### config.mk
export PLATFORM = sky130hd
export DESIGN_NAME = branch_seq_ctrl
export DESIGN_NICKNAME = d
export VERILOG_FILES = /design/src/rtl/branch_seq_ctrl.sv
export SDC_FILE = /design/constraint.sdc
export NUM_CORES = 1
export LEC_CHECK = 0
export CAP_MARGIN = 20
export CORE_ASPECT_RATIO = 0.8
export CORE_MARGIN = 3
export CORE_UTILIZATION = 23
export DETAILED_ROUTE_END_ITERATION = 12
export GPL_TIMING_DRIVEN = 1
export SLEW_MARGIN = 20
export SYNTH_ARGS = -nofsm -noshare
export SYNTH_HDL_FRONTEND = slang
export SYNTH_SLANG_ARGS = --single-unit
### constraint.sdc
create_clock -name clk -period 2.5 [get_ports clk]
set_clock_uncertainty 0.15 [all_clocks]
set_input_delay 0.5 -clock clk [delete_from_list [all_inputs] [get_ports clk]]
set_output_delay 0.5 -clock clk [all_outputs]
set_load 0.01 [all_outputs]
### src/rtl/branch_seq_ctrl.sv
// rtl/branch_seq_ctrl.sv - conditional-branch sequencer using the shared ALU zero flag
// Optional taken/not-taken statistics counters: define BRANCH_SEQ_STATS_EN.
module branch_seq_ctrl #(
    parameter int XLEN     = 32,
    parameter int MAX_WAIT = 15
) (
    input  logic            clk,
    input  logic            rst_n,
    input  logic            br_valid,
    output logic            br_ready,
    input  logic [2:0]      br_funct3,
    input  logic [XLEN-1:0] br_pc,
    input  logic [XLEN-1:0] br_imm,
    output logic            alu_req,
    input  logic            alu_gnt,
    output logic [1:0]      alu_op,
    input  logic            alu_done,
    input  logic            alu_zero,
    output logic            redirect_valid,
    input  logic            redirect_ready,
    output logic [XLEN-1:0] redirect_pc,
    output logic            flush,
    output logic            res_valid,
    output logic            res_taken,
    output logic            res_illegal,
    output logic            res_misalign,
    output logic            res_timeout,
`ifdef BRANCH_SEQ_STATS_EN
    output logic [31:0]     stat_taken,
    output logic [31:0]     stat_not_taken,
`endif
    input  logic            abort
);

    localparam int CW = $clog2(MAX_WAIT + 1);
    localparam logic [CW-1:0] CNT_MAX = CW'(MAX_WAIT);

    typedef enum logic [2:0] {
        S_IDLE,
        S_REQ,
        S_WAIT,
        S_REDIR,
        S_RESP
    } state_t;

    state_t          r_state;
    state_t          w_next;
    logic [2:0]      r_funct3;
    logic [XLEN-1:0] r_target;
    logic [CW-1:0]   r_cnt;
    logic            r_taken;
    logic            r_illegal;
    logic            r_misalign;
    logic            r_timeout;
    logic            w_accept;
    logic            w_br_illegal;
    logic            w_taken;
    logic            w_cnt_max;

    assign w_accept     = br_valid && (r_state == S_IDLE) && !abort;
    assign w_br_illegal = (br_funct3[2:1] == 2'b01);
    assign w_cnt_max    = (r_cnt == CNT_MAX);

    // SLT/SLTU produce 1 when less-than, so "less" branches take on a non-zero result.
    always_comb begin
        w_taken = 1'b0;
        case (r_funct3)
            3'b000:  w_taken = alu_zero;
            3'b001:  w_taken = !alu_zero;
            3'b100:  w_taken = !alu_zero;
            3'b101:  w_taken = alu_zero;
            3'b110:  w_taken = !alu_zero;
            3'b111:  w_taken = alu_zero;
            default: w_taken = 1'b0;
        endcase
    end

    always_ff @(posedge clk or negedge rst_n) begin
        if (!rst_n) begin
            r_state <= S_IDLE;
        end else begin
            r_state <= w_next;
        end
    end

    always_comb begin
        w_next         = r_state;
        br_ready       = (r_state == S_IDLE);
        alu_req        = (r_state == S_REQ);
        redirect_valid = (r_state == S_REDIR);
        redirect_pc    = r_target;
        flush          = (r_state == S_REDIR) && redirect_ready && !abort;
        res_valid      = (r_state == S_RESP) && !abort;
        res_taken      = res_valid && r_taken;
        res_illegal    = res_valid && r_illegal;
        res_misalign   = res_valid && r_misalign;
        res_timeout    = res_valid && r_timeout;
        alu_op         = !r_funct3[2] ? 2'b00 : (!r_funct3[1] ? 2'b01 : 2'b10);
        case (r_state)
            S_IDLE:  if (w_accept) w_next = w_br_illegal ? S_RESP : S_REQ;
            S_REQ:   if (alu_gnt) w_next = S_WAIT;
            S_WAIT: begin
                if (alu_done)       w_next = (w_taken && !r_target[1]) ? S_REDIR : S_RESP;
                else if (w_cnt_max) w_next = S_RESP;
            end
            S_REDIR: if (redirect_ready) w_next = S_RESP;
            S_RESP:  w_next = S_IDLE;
            default: w_next = S_IDLE;
        endcase
        if (abort) w_next = S_IDLE;
    end

    always_ff @(posedge clk or negedge rst_n) begin
        if (!rst_n) begin
            r_funct3   <= 3'b000;
            r_target   <= '0;
            r_cnt      <= '0;
            r_taken    <= 1'b0;
            r_illegal  <= 1'b0;
            r_misalign <= 1'b0;
            r_timeout  <= 1'b0;
        end else begin
            if (w_accept) begin
                r_funct3   <= br_funct3;
                r_target   <= br_pc + br_imm;
                r_illegal  <= w_br_illegal;
                r_taken    <= 1'b0;
                r_misalign <= 1'b0;
                r_timeout  <= 1'b0;
            end
            if (r_state == S_REQ && alu_gnt) begin
                r_cnt <= '0;
            end else if (r_state == S_WAIT && !w_cnt_max) begin
                r_cnt <= r_cnt + 1'b1;
            end
            if (r_state == S_WAIT) begin
                if (alu_done) begin
                    r_taken    <= w_taken;
                    r_misalign <= w_taken && r_target[1];
                end else if (w_cnt_max) begin
                    r_timeout  <= 1'b1;
                end
            end
        end
    end

`ifdef BRANCH_SEQ_STATS_EN
    // Only clean resolutions are counted; faulted results land in neither counter.
    always_ff @(posedge clk or negedge rst_n) begin
        if (!rst_n) begin
            stat_taken     <= '0;
            stat_not_taken <= '0;
        end else if (res_valid && !r_illegal && !r_misalign && !r_timeout) begin
            if (r_taken) begin
                if (stat_taken != 32'hFFFF_FFFF) stat_taken <= stat_taken + 32'd1;
            end else begin
                if (stat_not_taken != 32'hFFFF_FFFF) stat_not_taken <= stat_not_taken + 32'd1;
            end
        end
    end
`endif

endmodule

; Word level (Yosys, flattened, before mapping)
; Index checks and enable logic that the tools add are counted.
; W data, S select, Z words.
[totals]
reg_bits = 46
word_cells = 72
[op_classes]
n_addsub = 2
eq_ne = 15
n_mux = 24
n_reduce_logical = 23
[op_table]
columns = operator, count
row1 = $add A32 B32 Y32, 1
row2 = $mux W3, 8
row3 = $eq A3 B3 Y1 const B, 5
row4 = $logic_and A1 B1 Y1, 13
row5 = $pmux W3 S4, 1
row6 = $mux W1, 10
row7 = $ne A3 B1 Y1 const B, 3
row8 = $mux W4, 2
row9 = $eq A3 B1 Y1 const B, 2
row10 = $eq A3 B2 Y1 const B, 2
row11 = $logic_not A3 Y1, 2
row12 = $reduce_or A3 Y1, 2
row13 = $add A4 B1 Y4 const B, 1
row14 = $eq A4 B4 Y1 const B, 1
row15 = $logic_not A1 Y1, 4
row16 = $mux W2, 2
row17 = $ne A4 B4 Y1 const B, 1
row18 = $reduce_and A4 Y1, 1
row19 = $eq A2 B1 Y1 const B, 1
row20 = $pmux W1 S2, 1
row21 = $reduce_bool A2 Y1, 1

; Depth between registers and ports, before layout
[logic_depth]
word_depth = 8
mapped_depth = 9

; Worst setup path before layout
; No wires, ideal clock.
[synth_timing]
path_kind = input -> register
start = input br_pc[0]
end = register r_target[30], in the netlist redirect_pc[30]
arrival_ns = 2.356
path_slack_ns = -0.142
stages = 9
n_path_buf = 0
path_cell_list = ha_1 -> fa_1 -> a21o_1 -> a31oi_2 -> o21ai_1 -> a31o_2 -> a311oi_2 -> mux2i_1 -> o211ai_1
[synth_between]
elab_chain_len = 1
[synth_rtl]
columns = item, line_no
row1 = "start, declared", 12  ; input logic [XLEN-1:0] br_pc,
row2 = $add A32 B32 Y32, 125  ; r_target <= br_pc + br_imm;
row3 = "end signal, assigned", 125
row4 = "end, declared", 49  ; logic [XLEN-1:0] r_target;
; No other way between the ends.
; A chain may end at the register's enable or synchronous reset.

; Worst setup path after layout
[layout_timing]
start = input br_pc[22]
end = register r_target[29], in the netlist redirect_pc[29]
; Same word-level chain as after synthesis.

==> results.json <==
{
  "gp_congestion": 0.882,
  "num-fill-cells": 1537,
  "switching_share_pct": 37.2,
  "combPwrFrac_pct": 54.0,
  "portBuffers": 117,
  "io_pins": 118,
  "relSlewSlack_pct": 59.0,
  "critPathLaunchType": "input pin",
  "areaGrowthSynthToFinish_pct": 79.3,
  "ys_seq_elements": 46,
  "routed_wl_mm": 13.3,
  "num_rows": 40,
  "setup_violations": 0,
  "seq_area_frac_synth_pct": 31.1,
  "crit_arrival_ns": 2.56,
  "hold_buffers": 0,
  "synth.net_count": 560,
  "min_period_over_period_pct": 99.5,
  "grt_max_degree": 27,
  "cp_common_cell": "nand3_1",
  "htree_levels": 2,
  "grt_pass1_wl_mm": 21.3,
  "worstMarginPinSlew_ns": 0.615,
  "cap_viol_max_count": 0,
  "end_kind": "flop",
  "async_flop_share_pct": 100,
  "placed_cell_area_um2": 5840,
  "grt_setup_unrepaired": "yes",
  "critPathMaxStageDelay_ns": 0.45,
  "mappedNetlistArea_um2": 3700,
  "initialDrtViolationCount": 173,
  "cts_made_buffers": 5,
  "synthFlopType": "dfrtp_1",
  "total_power_mw": 4.33,
  "clock.fmax_ghz": 0.402,
  "internal_power_mw": 2.72,
  "power.share.sequential_pct": 29.8,
  "final_util_pct": 43.1,
  "postSynthCellCount": 452,
  "post-dp-hpwl_mm": 10.1,
  "multi_input_area_um2": 3000,
  "postLayoutCellArea_um2": 6630,
  "initial_utilization_pct": 24.1,
  "syn_area_per_cell_um2": 8.18,
  "crit_chain": "clkdlybuf4s50_1 > ha_4 > a21oi_4 > o21bai_1 > nand3_1 > a32o_1 > buf_4 > a2111o_1 > nand3_1",
  "dieHeight_um": 119,
  "drive_gt1_share_pct": 32.2,
  "worstPathRequired_ns": 2.58,
  "nets": 784,
  "p_leak_nw": 2.89,
  "power-per-cell-area_nw_per_um2": 653,
  "power.switching_mw": 1.61,
  "cts_tree": "built",
  "synth-edff-count": 0,
  "via_count": 4228,
  "outcome": "completed",
  "hold_violations": 0,
  "crit_type": "input pin to flop",
  "cp_max_fo": 4,
  "clkTransAtPathRegs_ns": 0.07,
  "drcViolationCount": 0,
  "antenna_left": 0,
  "slowest_stage": "clkdlybuf4s50_1",
  "min_period_ns": 2.49,
  "die_area_um2": 17600,
  "grt_pass1_vias": 4273,
  "drv_slew": 0,
  "yosys_warnings": 0,
  "cts-root-buf": "clkbuf_16",
  "drt-pass1-iter-count": 6,
  "insertion_delay_ns": 0.29,
  "grt_usage_pct": 14.6,
  "cts_max_path_buffers": 2,
  "clkPwrFrac_pct": 16.1,
  "die_x_um": 148,
  "numClockSinks": 46,
  "wire_per_inst_um": 15.0,
  "hp-class": "input pin to asynchronous set/reset pin",
  "num_antenna_cells": 0,
  "drt-vias-per-instance": 4.77,
  "ys_types": 63,
  "antenna_found_initial": 0,
  "grt_overflow": 0,
  "core_um2": 15400,
  "vdd_ir_drop_max_mv": 0.353,
  "regArea_um2": 1150
}
==> layer usage <==
metal  vias up  wire (µm)  track usage, %
met3         9        644            2.89
met5         -          0               0
met1      2021       6390            20.2
li1       2092          -               -
met4         0        125            2.74
met2       106       6150            23.7
==> layout make-up <==
type	count	area share, %
multi-input combinational	379	45.3
timing repair buffer	232	30.4
sequential	46	17.4
tap	210	3.96
clock buffer	6	2.10
inverter	12	0.680
clock inverter	2	0.189
==> worst paths after layout <==
path	startpoint	end	slack, ns	cells after the start
setup reg to reg	r_state[1]$_DFFE_PN0P_	redirect_pc[31]$_DFFE_PN0P_	0.41	7
setup / recovery	br_pc[22]	redirect_pc[29]$_DFFE_PN0P_	0.01	9
hold / removal	rst_n	r_state[1]$_DFFE_PN0P_	0.06	1
min in group clk	redirect_pc[11]$_DFFE_PN0P_	redirect_pc[11]$_DFFE_PN0P_	0.33	2
hold reg to reg	redirect_pc[11]$_DFFE_PN0P_	redirect_pc[11]$_DFFE_PN0P_	0.33	2
max in group asynchronous	rst_n	r_timeout$_DFF_PN0_	1.52	2
==> Yosys cell counts, types with 5 or more instances <==
| master | number | area share (%) |
|---|---|---|
| a21o_1 | 5 | 1.0 |
| a21oi_1 | 39 | 5.3 |
| and2_1 | 8 | 1.4 |
| clkbuf_1 | 10 | 1.0 |
| dfrtp_1 | 46 | 31 |
| ha_1 | 32 | 11 |
| inv_1 | 11 | 1.1 |
| nand2_1 | 75 | 7.6 |
| nand2b_1 | 5 | 0.85 |
| nand3_1 | 19 | 2.6 |
| nand4_1 | 5 | 0.85 |
| nor2_1 | 18 | 1.8 |
| nor2b_1 | 5 | 0.85 |
| nor3_1 | 15 | 2.0 |
| o211ai_1 | 6 | 1.2 |
| o21a_1 | 5 | 1.0 |
| o21ai_0 | 30 | 4.1 |
| o21ai_1 | 19 | 2.6 |
| xnor2_1 | 13 | 3.1 |
| xor2_1 | 14 | 3.3 |
==> critical path: cells and delay by family <==
family / cells / cell delay, ns
adders and majority gates: 1 / 0.32
buffers and inverters: 2 / 0.59
and+or+nand+nor: 2 / 0.19
AOI/OAI and AO/OA: 4 / 0.98
==> cells in the final DEF, fill, tap and decap left out, types with 6 or more instances in the layout <==
master	Yosys	layout
buf_4	0	109
clkdlybuf4s50_1	0	74
nand2_1	75	71
dfrtp_1	46	46
o21ai_0	30	29
a21oi_1	39	25
ha_4	0	23
dlygate4sd2_1	0	23
nand3_1	19	16
nor2_1	18	15
o21ai_1	19	14
xor2_1	14	14
xnor2_1	13	13
nor3_1	15	13
inv_1	11	11
a21oi_2	0	11
dlymetal6s2s_1	0	9
and2_1	8	8
ha_1	32	8
clkbuf_2	0	8
buf_6	1	7
nand2_2	2	6
o211ai_1	6	6
==> repair_timing <==
| item | 4_1_cts | 5_1_grt |
|---|---|---|
| gates resized for setup | 81 | 81 |
| pin swaps | 25 | 44 |
| setup endpoints to repair | 23 | 12 |
| buffers inserted | 3 | 11 |
| cloned | 0 | 0 |
==> kinds of logic (layout without fill, tap and decap cells) <==
family          after synthesis  count (layout)  share of synthesized area [%]
compound gates              140             140                           23.7
xor+xnor                     27              27                           6.40
fa+ha+maj                    33              33                           11.4
buf+inv                      27             252                           3.08
flops                        46              46                           31.1
mux                           4               4                           1.15
simple gates                175             175                           23.1
==> per-stage QoR <==
stage | setup WS (ns) | setup TNS, ns | cells | hold slack [ns]
2_1_floorplan | -0.0763 | -0.0763 | 452 | 0.0544
3_5_place_dp | -0.703 | -11.24 | 866 | 0.323
3_3_place_gp | -0.658 | -10.30 | 866 | 0.314
4_1_cts | 0.000578 | 0 | 877 | 0.103
5_1_grt | -0.0259 | -0.0355 | 887 | 0.129
6_report | 0.0136 | 0 | 887 | 0.0620
==> registers in the layout, summed over array words and instances, names as in the netlist <==
register	count
r_cnt	4
r_funct3	3
r_illegal	1
r_misalign	1
r_state	3
r_taken	1
r_timeout	1
redirect_pc	32
==> power groups by stage <==
stage | clock (mW) | sequential, mW | combinational [mW]
floorplan | 0 | 1.36 | 0.856
global placement | 0 | 1.29 | 2.13
detailed placement | 0 | 1.30 | 2.16
CTS | 0.723 | 1.29 | 2.22
global route | 0.761 | 1.34 | 2.55
finish | 0.697 | 1.29 | 2.34
Note: power is estimated with default switching activity, not from simulation.
